$ cat src/rtl/sp_bram_pkg.sv
// Shared encodings, state constants and init-pattern helper for the
// parametrised single-port block RAM.
package sp_bram_pkg;

    localparam int RM_BYPASS   = 0;
    localparam int RM_PIPELINE = 1;

    localparam int WM_NORMAL            = 0;
    localparam int WM_WRITE_THROUGH     = 1;
    localparam int WM_READ_BEFORE_WRITE = 2;

    localparam int INIT_ZERO = 0;
    localparam int INIT_DESC = 1;
    localparam int INIT_ASC  = 2;

    localparam int MAX_DATA_W = 36;

    typedef logic [0:0] state_t;
    localparam state_t ST_FILL  = 1'b0;
    localparam state_t ST_READY = 1'b1;

    // Widest possible pattern word; callers truncate to their own DATA_W.
    function automatic logic [MAX_DATA_W-1:0] init_word(
        input int unsigned idx,
        input int unsigned depth,
        input int          mode
    );
        logic [MAX_DATA_W-1:0] w;
        w = '0;
        case (mode)
            INIT_DESC: w = MAX_DATA_W'(depth - 1 - idx);
            INIT_ASC:  w = MAX_DATA_W'(idx);
            default:   w = '0;
        endcase
        return w;
    endfunction

    function automatic int be_width(input int data_w);
        return (data_w % 8 == 0) ? data_w / 8 : 1;
    endfunction

endpackage

$ cat src/rtl/sp_bram_core.sv
// Byte-enabled storage array with a registered, read-before-write read port.
// Byte-granular widths are split into one 8-bit array per lane.
module sp_bram_core
    import sp_bram_pkg::*;
#(
    parameter int DATA_W = 8,
    parameter int ADDR_W = 4,
    parameter int BE_W   = 1
) (
    input  logic              clk,
    input  logic              we,
    input  logic [BE_W-1:0]   be,
    input  logic [ADDR_W-1:0] ad,
    input  logic [DATA_W-1:0] din,
    input  logic              rd_en,
    output logic [DATA_W-1:0] rd_data
);

    localparam int DEPTH = 1 << ADDR_W;

    generate
        if (DATA_W % 8 == 0 && BE_W == DATA_W / 8) begin : g_bytes
            for (genvar gi = 0; gi < BE_W; gi++) begin : g_lane
                logic [7:0] lane_mem [0:DEPTH-1];
                logic [7:0] lane_rd_reg;

                always_ff @(posedge clk) begin
                    if (we && be[gi]) begin
                        lane_mem[ad] <= din[gi*8 +: 8];
                    end
                    if (rd_en) begin
                        lane_rd_reg <= lane_mem[ad];
                    end
                end

                assign rd_data[gi*8 +: 8] = lane_rd_reg;
            end
        end else begin : g_word
            // Non-byte widths have a single enable covering the whole word.
            logic [DATA_W-1:0] mem [0:DEPTH-1];
            logic [DATA_W-1:0] rd_reg;

            always_ff @(posedge clk) begin
                if (we && be[0]) begin
                    mem[ad] <= din;
                end
                if (rd_en) begin
                    rd_reg <= mem[ad];
                end
            end

            assign rd_data = rd_reg;
        end
    endgenerate

endmodule

$ cat src/rtl/sp_bram_param.sv
// Single-port block RAM with init fill sequencer, write-mode result mux and
// optional oce-gated output register.
module sp_bram_param
    import sp_bram_pkg::*;
#(
    parameter int  DATA_W     = 8,
    parameter int  ADDR_W     = 4,
    parameter int  READ_MODE  = RM_BYPASS,
    parameter int  WRITE_MODE = WM_NORMAL,
    parameter int  INIT_MODE  = INIT_DESC,
    localparam int BE_W       = (DATA_W % 8 == 0) ? DATA_W / 8 : 1
) (
    input  logic              clk,
    input  logic              reset,
    input  logic              ce,
    input  logic              oce,
    input  logic              wre,
    input  logic [ADDR_W-1:0] ad,
    input  logic [DATA_W-1:0] din,
    input  logic [BE_W-1:0]   be,
    output logic [DATA_W-1:0] dout,
    output logic              rd_valid,
    output logic              busy
);

    localparam int unsigned   DEPTH     = 1 << ADDR_W;
    localparam logic [ADDR_W-1:0] LAST_ADDR = ADDR_W'(DEPTH - 1);

    state_t            state_reg, state_next;
    logic [ADDR_W-1:0] cnt_reg, cnt_next;

    logic              filling;
    logic              accept;
    logic [DATA_W-1:0] fill_word;

    logic              core_we;
    logic [BE_W-1:0]   core_be;
    logic [ADDR_W-1:0] core_ad;
    logic [DATA_W-1:0] core_din;
    logic [DATA_W-1:0] rd_data;

    logic              load_reg, load_next;
    logic              merge_reg, merge_next;
    logic [DATA_W-1:0] din_reg;
    logic [BE_W-1:0]   be_reg;
    logic [DATA_W-1:0] be_mask;
    logic [DATA_W-1:0] s1_data;
    logic [DATA_W-1:0] s1_hold_reg;

    // ---------------- fill sequencer ----------------
    always_comb begin
        state_next = state_reg;
        cnt_next   = cnt_reg;
        if (state_reg == ST_FILL) begin
            cnt_next = cnt_reg + 1'b1;
            if (cnt_reg == LAST_ADDR) begin
                state_next = ST_READY;
            end
        end
    end

    always_ff @(posedge clk) begin
        if (reset) begin
            state_reg <= ST_FILL;
            cnt_reg   <= '0;
        end else begin
            state_reg <= state_next;
            cnt_reg   <= cnt_next;
        end
    end

    assign busy      = (state_reg == ST_FILL);
    assign filling   = busy & ~reset;
    assign accept    = ce & ~busy & ~reset;
    assign fill_word = DATA_W'(init_word(32'(cnt_reg), DEPTH, INIT_MODE));

    // The sequencer owns the array port while filling; user inputs are ignored.
    assign core_we  = filling | (accept & wre);
    assign core_be  = filling ? {BE_W{1'b1}} : be;
    assign core_ad  = filling ? cnt_reg : ad;
    assign core_din = filling ? fill_word : din;

    sp_bram_core #(
        .DATA_W (DATA_W),
        .ADDR_W (ADDR_W),
        .BE_W   (BE_W)
    ) u_core (
        .clk     (clk),
        .we      (core_we),
        .be      (core_be),
        .ad      (core_ad),
        .din     (core_din),
        .rd_en   (accept),
        .rd_data (rd_data)
    );

    // ---------------- stage-1 result ----------------
    // Normal-mode writes leave stage-1 untouched; every other access reloads it.
    assign load_next  = accept & (~wre | (WRITE_MODE != WM_NORMAL));
    assign merge_next = accept & wre & (WRITE_MODE == WM_WRITE_THROUGH);

    always_ff @(posedge clk) begin
        if (reset) begin
            load_reg    <= 1'b0;
            merge_reg   <= 1'b0;
            s1_hold_reg <= '0;
        end else begin
            load_reg    <= load_next;
            merge_reg   <= merge_next;
            s1_hold_reg <= s1_data;
        end
        if (accept) begin
            din_reg <= din;
            be_reg  <= be;
        end
    end

    generate
        if (DATA_W % 8 == 0) begin : g_mask_bytes
            for (genvar gi = 0; gi < BE_W; gi++) begin : g_lane
                assign be_mask[gi*8 +: 8] = {8{be_reg[gi]}};
            end
        end else begin : g_mask_word
            assign be_mask = {DATA_W{be_reg[0]}};
        end
    endgenerate

    // Write-through merges the new bytes over the old word read on the same edge.
    always_comb begin
        s1_data = s1_hold_reg;
        if (load_reg) begin
            if (merge_reg) begin
                s1_data = (rd_data & ~be_mask) | (din_reg & be_mask);
            end else begin
                s1_data = rd_data;
            end
        end
    end

    // ---------------- output stage ----------------
    generate
        if (READ_MODE == RM_PIPELINE) begin : g_pipe
            logic [DATA_W-1:0] dout_reg;
            logic              rd_valid_reg;
            logic              pend_reg;
            logic              s1_valid;

            // A stage-1 result stays pending until oce transfers it out.
            assign s1_valid = load_reg | pend_reg;

            always_ff @(posedge clk) begin
                if (reset) begin
                    dout_reg     <= '0;
                    rd_valid_reg <= 1'b0;
                    pend_reg     <= 1'b0;
                end else begin
                    rd_valid_reg <= s1_valid & oce;
                    pend_reg     <= s1_valid & ~oce;
                    if (oce) begin
                        dout_reg <= s1_data;
                    end
                end
            end

            assign dout     = dout_reg;
            assign rd_valid = rd_valid_reg;
        end else begin : g_bypass
            logic unused_oce;
            assign unused_oce = oce;
            assign dout       = s1_data;
            assign rd_valid   = load_reg;
        end
    endgenerate

endmodule

$ cat config.mk
export PLATFORM = sky130hd
export DESIGN_NAME = sp_bram_param
export DESIGN_NICKNAME = d
export VERILOG_FILES = /design/src/rtl/sp_bram_pkg.sv /design/src/rtl/sp_bram_core.sv /design/src/rtl/sp_bram_param.sv
export SDC_FILE = /design/constraint.sdc
export NUM_CORES = 1
export LEC_CHECK = 0
export ABC_AREA = 1
export CAP_MARGIN = 40
export CELL_PAD_IN_SITES_DETAIL_PLACEMENT = 1
export CELL_PAD_IN_SITES_GLOBAL_PLACEMENT = 2
export CORE_MARGIN = 2
export CORE_UTILIZATION = 35
export CTS_BUF_LIST = sky130_fd_sc_hd__clkbuf_8 sky130_fd_sc_hd__clkbuf_16
export CTS_CLUSTER_SIZE = 8
export DETAILED_ROUTE_END_ITERATION = 7
export PLACE_DENSITY = 0.78
export SLEW_MARGIN = 20
export SYNTH_ARGS = -nofsm -noshare
export SYNTH_HDL_FRONTEND = slang
export SYNTH_SLANG_ARGS = --single-unit
$ cat constraint.sdc
create_clock -name clk -period 3.6 [get_ports clk]
set_input_delay 0.9 -clock clk [delete_from_list [all_inputs] [get_ports clk]]
set_output_delay 0.9 -clock clk [all_outputs]
set_load 0.02 [all_outputs]
==> run metrics, run 1 <==
CTS tree=built; Final Non-Filler Cells=956; routed metal-1 wire length=8.05 mm; RePlAce Congestion=0.809; Final ANT Viol Nets=0; Top Family by Delay on Critical Path=buffers and inverters; Fin. Hold Viols=0; H-tree depth=4; Startpoint Class=primary input; top-count cell post-synth=nand2_1; worst slew pin tran=0.805 ns; CP endpoint kind=flip-flop; number of library cell types mapped by synthesis=22; via count=4,728; Buffers & Inverters on Critical Path=4; leakage=0.00319 uW; Hold Crit Start=s1_hold_reg[0]; root buffer cell=clkbuf_16; Synth Instances=659; Primary FF master, synth=edfxtp_1; max_slew headroom=0.462; initial drt markers=313; die width=141 um; crit path cell chain=clkdlybuf4s50_1 > nor2_4 > o21ai_2 > inv_2 > buf_4 > nand2_1 > nand2_1 > nand2_1 > nand2_1 > inv_1 > nand2_1; DIE AREA=19,800 um^2; effective utilization at floorplan=0.354; final period demand of the worst path=2.87 ns; Power Total=3920 uW; Inst Count DP=925; crit-path max FO=16; sequential-to-total area share from yosys stat=0.666; largest net degree at the start of global routing=43; DRC=0; Worst Hold Depth=2; Sink Count=150; highest routed layer=met4; kind of critical path=primary input to flip-flop; routed wire length=17.5 mm; top-area cell type share of the netlist area=0.623; Final Skew=0.0103 ns; achievable frequency=348 MHz; EDFF count, synth=136; status=finished clean; Post-Syn Area=6550 um^2; CTS clk-pin slew, worst paths=0.06 ns; Core Region=18,500 um^2; WHS Endpoint=s1_hold_reg[0]; drt pass-1 iters=5; largest stage delay on the critical path=0.61 ns; vias in the first global route=4,927; # hold bufs at CTS=0; Avg Cell Area, Syn=9.94 um^2; Layout area overhead=17.9%; most frequent CP cell=nand2_1; HPWL after DPL=11.6 mm; layout cells sized above 1=0.115; crit path DAT=3.04 ns; register bit total from synthesis=150; VDD IR max=0.000314 V; CP max-delay cell=clkdlybuf4s50_1; Synthesized Nets=678; unrepaired setup endpoints after global routing=no; PortBufs=26; Area contributors post-synth=edfxtp_1 62%, nand2_1 17%, nand3_1 7.1%, dfxtp_1 4.3%, inv_1 1.7%; max reg flops=128; met2 WL=8.49 mm; Detail Route met3 WL=700 um; GR Util All Layers=0.186; initial antenna violation count=0; worst r2r dst=u_core.rd_data[5]; crit share post-route=0.798; reg2reg path depth=10; required time of the critical path=3.77 ns; Diodes inserted=0; HP Class=flip-flop to flip-flop; Yosys warnings=0; Pwr Density=508 nW/um^2; global route total overflow=0; Max Slew Vio Count=0; Max-Cap Viols=0; Fill cells=2,081; setup_tns=0 ns; r2r startpoint=state_reg; fin nets=729; Final setup viols=0; Via density=4.95; post-CTS sizing=0; async set-or-reset flop fraction in the synthesized netlist=0; cts bufs inserted=17; Post-CTS Setup Bufs=0; Synth top cells by count=297 x nand2_1, 136 x edfxtp_1, 93 x nand3_1, 30 x inv_1, 21 x nor2_1; worst reg2reg setup slack=1.34 ns; Worst-Skew Late Latency=0.43 ns; io pins=28; Clock Path Buffers=2; post-synthesis cell type with the largest combined area=edfxtp_1; Wirelength per Cell=18.3 um; Die Ht=141 um; number of cell rows=50; first-pass GRT wire length=27.6 mm
==> how the worst max path moves through the flow <==
stage	from	to	cells after the start
2_1_floorplan	reset	u_core.g_bytes.g_lane[0].lane_mem[0][0]	8
6_report	reset	u_core.rd_data[5]	11
3_5_place_dp	reset	u_core.rd_data[5]	12
5_1_grt	reset	u_core.rd_data[5]	14
4_1_cts	reset	u_core.rd_data[5]	12
3_3_place_gp	reset	u_core.rd_data[5]	11
==> metal layers <==
metal | up-vias | global-route usage
met4 | 0 | 0.0589
met3 | 24 | 0.0394
met5 | - | 0
met1 | 2321 | 0.249
li1 | 2287 | -
met2 | 96 | 0.304
==> layout by cell type (no fill, tap or decap) <==
master	instances
nand2_1	296
edfxtp_1	136
nand3_1	93
buf_4	36
inv_1	32
clkdlybuf4s50_1	26
nor2_1	21
clkbuf_16	17
dfxtp_1	14
a21oi_1	10
inv_2	7
clkinvlp_4	7
nor2_4	4
o21ai_0	4
nand2_2	3
o21ai_2	3
nand2_4	2
nor3_1	2
clkinv_1	2
nor2_2	1
o41ai_1	1
nand4_1	1
ha_1	1
clkinv_2	1
inv_6	1
clkinv_4	1
==> tightest hold or removal path, stage by stage (launching register included) <==
cell and delay [ns]:
dfxtp_1 0.30, nand2_1 0.07, a21oi_1 0.06
==> through the flow <==
step | hold slack (ns) | worst slack (ns) | utilization | cell area [um^2]
2_1_floorplan | 0.448 | 1.15 | - | 6550
3_3_place_gp | 0.457 | 0.349 | 0.389 | 7210
3_5_place_dp | 0.464 | 0.298 | 0.389 | 7210
4_1_cts | 0.473 | 0.738 | 0.417 | 7720
5_1_grt | 0.487 | 0.601 | 0.417 | 7720
6_report | 0.469 | 0.726 | 0.417 | 7720
==> layout make-up <==
class	count	area [um^2]	area share
clock buffers	17	425	0.0551
clock inverters	14	90.1	0.0117
inverters	37	139	0.0180
multi-input cells	442	1880	0.244
flip-flops and latches	150	4360	0.565
well taps	234	293	0.0379
repair buffers	62	531	0.0687
==> power by group <==
group	switching [uW]	total [uW]	internal (uW)
Sequential	8.42	1950	1940
Combinational	294	414	119
Clock	695	1560	865
Total	997	3920	2930
==> cells by family after synthesis <==
group / synth area share
and+or+nand+nor: 0.269
buffers and inverters: 0.0472
AOI/OAI and AO/OA: 0.0160
adders and majority gates: 0.00191
DFF: 0.666
No activity file was read; power rests on OpenSTA's default activity.
==> inputs of run 2 (changes only) <==
--- a/config.mk
+++ b/config.mk
@@ -14,7 +14,7 @@
 export CTS_BUF_LIST = sky130_fd_sc_hd__clkbuf_8 sky130_fd_sc_hd__clkbuf_16
 export CTS_CLUSTER_SIZE = 8
 export DETAILED_ROUTE_END_ITERATION = 7
-export PLACE_DENSITY = 0.78
+export PLACE_DENSITY = 0.8
 export SLEW_MARGIN = 20
 export SYNTH_ARGS = -nofsm -noshare
 export SYNTH_HDL_FRONTEND = slang
==> constraint.sdc (replaced) <==
create_clock -name clk -period 2.5 [get_ports clk]
set_input_delay 0.625 -clock clk [delete_from_list [all_inputs] [get_ports clk]]
set_output_delay 0.625 -clock clk [all_outputs]
set_load 0.02 [all_outputs]
==> run 2 against run 1 <==
Net effect: via count increased by 1.7%; register-to-register slack got worse by 0.84 ns; sequential power increased by 44%; final area increased by 3.6%; critical endpoint is now dout[4]; power increased by 50%; sequential share of layout area decreased by 1.9 points.
==> run metrics, run 2 (synthesis gave the netlist of run 1 again) <==
Pwr Density=733 nW/um^2 (+44%); max_slew headroom=0.792 (+0.330); HPWL after DPL=11.6 mm (about the same); VDD IR max=0.000473 V (+51%); Max Slew Vio Count=0 (unchanged); Startpoint Class=flip-flop; Final Skew=0.00842 ns (-0.00192 ns); largest net degree at the start of global routing=57 (+33%); worst setup path start=rd_valid; Diodes inserted=0 (unchanged); crit path DAT=1.73 ns (-1.31 ns); Psw=1540 uW (+54%); achievable frequency=425 MHz; first-pass GRT wire length=28.5 mm (+3.1%); DIE AREA=19,800 um^2 (unchanged); RePlAce Congestion=0.802 (-0.88%); PortBufs=26 (unchanged); CP max-delay cell=clkdlybuf4s50_1; kind of critical path=flip-flop to output pin; Sw Ratio=0.262 (+0.00784); Post-CTS Setup Bufs=0 (unchanged); number of cell rows=50 (unchanged); initial drt markers=312 (-0.32%); power share of the sequential group=0.478 (-0.019); Clk pwr share=0.412 (+0.014); Final setup viols=0 (unchanged); Die Ht=141 um (unchanged); layout cells sized above 1=0.147 (+0.0319); global route total overflow=0 (unchanged); Hold Crit Start=s1_hold_reg[2]; crit share post-route=0.941; HP Class=flip-flop to flip-flop; required time of the critical path=1.88 ns (-1.89 ns); H-tree depth=4 (unchanged); sequential cell area=4370 um^2 (about the same); Layout area overhead=22.2%; root buffer cell=clkbuf_16; r2r startpoint=state_reg; drt pass-1 iters=4 (-1); crit path cell chain=clkinvlp_4 > nand2_1 > nand2_1 > clkdlybuf4s50_1; Final ANT Viol Nets=0 (unchanged); fin nets=748 (+2.6%); most frequent CP cell=nand2_1; Worst Hold Depth=2 (unchanged); worst slew pin tran=0.308 ns (-0.496 ns); io pins=28 (unchanged); Max-Cap Viols=0 (unchanged); area occupied by multi-input gates=1880 um^2 (unchanged); commonest non-fill, non-tap cells in the layout=296 x nand2_1, 136 x edfxtp_1, 93 x nand3_1; Wirelength per Cell=18.3 um (about the same); CP endpoint kind=output pin; design area=8000 um^2 (+3.6%); final cell utilization of the core=0.432 (+0.0151); GR Util All Layers=0.191 (+0.00547); # hold bufs at CTS=0 (unchanged); DRC=0 (unchanged); CTS tree=built; leakage=0.00334 uW (+4.7%); Worst-Skew Late Latency=0.43 ns (about the same); Fin. Hold Viols=0 (unchanged); final period demand of the worst path=2.35 ns; Sink Count=150 (unchanged); cts bufs inserted=17 (unchanged); via count=4,808 (+1.7%); unrepaired setup endpoints after global routing=no; vias in the first global route=5,083 (+3.2%); commonest non-fill, non-tap cell in the layout=nand2_1; die width=141 um (unchanged); effective utilization at floorplan=0.354 (unchanged); initial antenna violation count=0 (unchanged); combinational share of power=0.111 (+0.006); DP Area=7440 um^2 (+3.2%); Via density=4.93 (-0.39%); routed wire length=17.8 mm (+2.0%); Fill cells=2,091 (+0.48%); largest stage delay on the critical path=0.53 ns (-0.08 ns); crit-path max FO=10 (-6); Internal=4330 uW (+48%); max reg flops=128 (unchanged); Clock Path Buffers=2 (unchanged); reg2reg path depth=11 (+1); status=finished clean; Core Region=18,500 um^2 (unchanged); CTS clk-pin slew, worst paths=0.07 ns (about the same)
run 2: per-stage QoR:
stage	worst slack (ns)	power, uW	cells	hold WS, ns	TNS (ns)
3_3_place_gp	-0.207	3490	944	0.456	-18.38
3_5_place_dp	-0.246	3510	944	0.465	-26.21
4_1_cts	0.0394	5930	976	0.474	0
6_report	0.147	5870	976	0.471	0
2_1_floorplan	0.326	3220	659	0.448	0
5_1_grt	0.0253	6090	976	0.507	0
run 2: final cells by class:
class / instances / share of cell area
Clock buffer: 18 / 0.0549
Tap cell: 234 / 0.0366
Inverter: 37 / 0.0178
Clock inverter: 14 / 0.0149
Multi-Input combinational cell: 442 / 0.235
Sequential cell: 150 / 0.546
Timing Repair Buffer: 81 / 0.0950
run 2: critical path: cells and delay by family (launching register included):
family | cells | cell delay, ns
flops | 1 | 0.42
buf+inv | 2 | 0.70
simple gates | 2 | 0.18
run 2: per-layer routing:
metal	GRT usage	wire length [um]
met1	0.246	7870
met3	0.0326	730
met4	0.0647	362
met2	0.329	8850
met5	0	0
run 2: worst paths after layout:
path | endpoint | slack, ns
setup / recovery | dout[4] | 0.15
hold / removal | s1_hold_reg[2] | 0.47
setup reg to reg | u_core.rd_data[5] | 0.50
hold reg to reg | s1_hold_reg[2] | 0.47
run 2: power groups by stage:
stage / registers [uW] / clock network [uW] / logic, uW
6_report: 2800 / 2420 / 649
5_1_grt: 2800 / 2550 / 727
4_1_cts: 2800 / 2460 / 657
3_5_place_dp: 2860 / 0 / 651
3_3_place_gp: 2860 / 0 / 632
2_1_floorplan: 2860 / 0 / 369
run 2: what timing repair did:
action / CTS / global route
setup endpoints to repair: 8 / 6
gates cloned: 0 / 0
gates resized for setup: 1 / 2
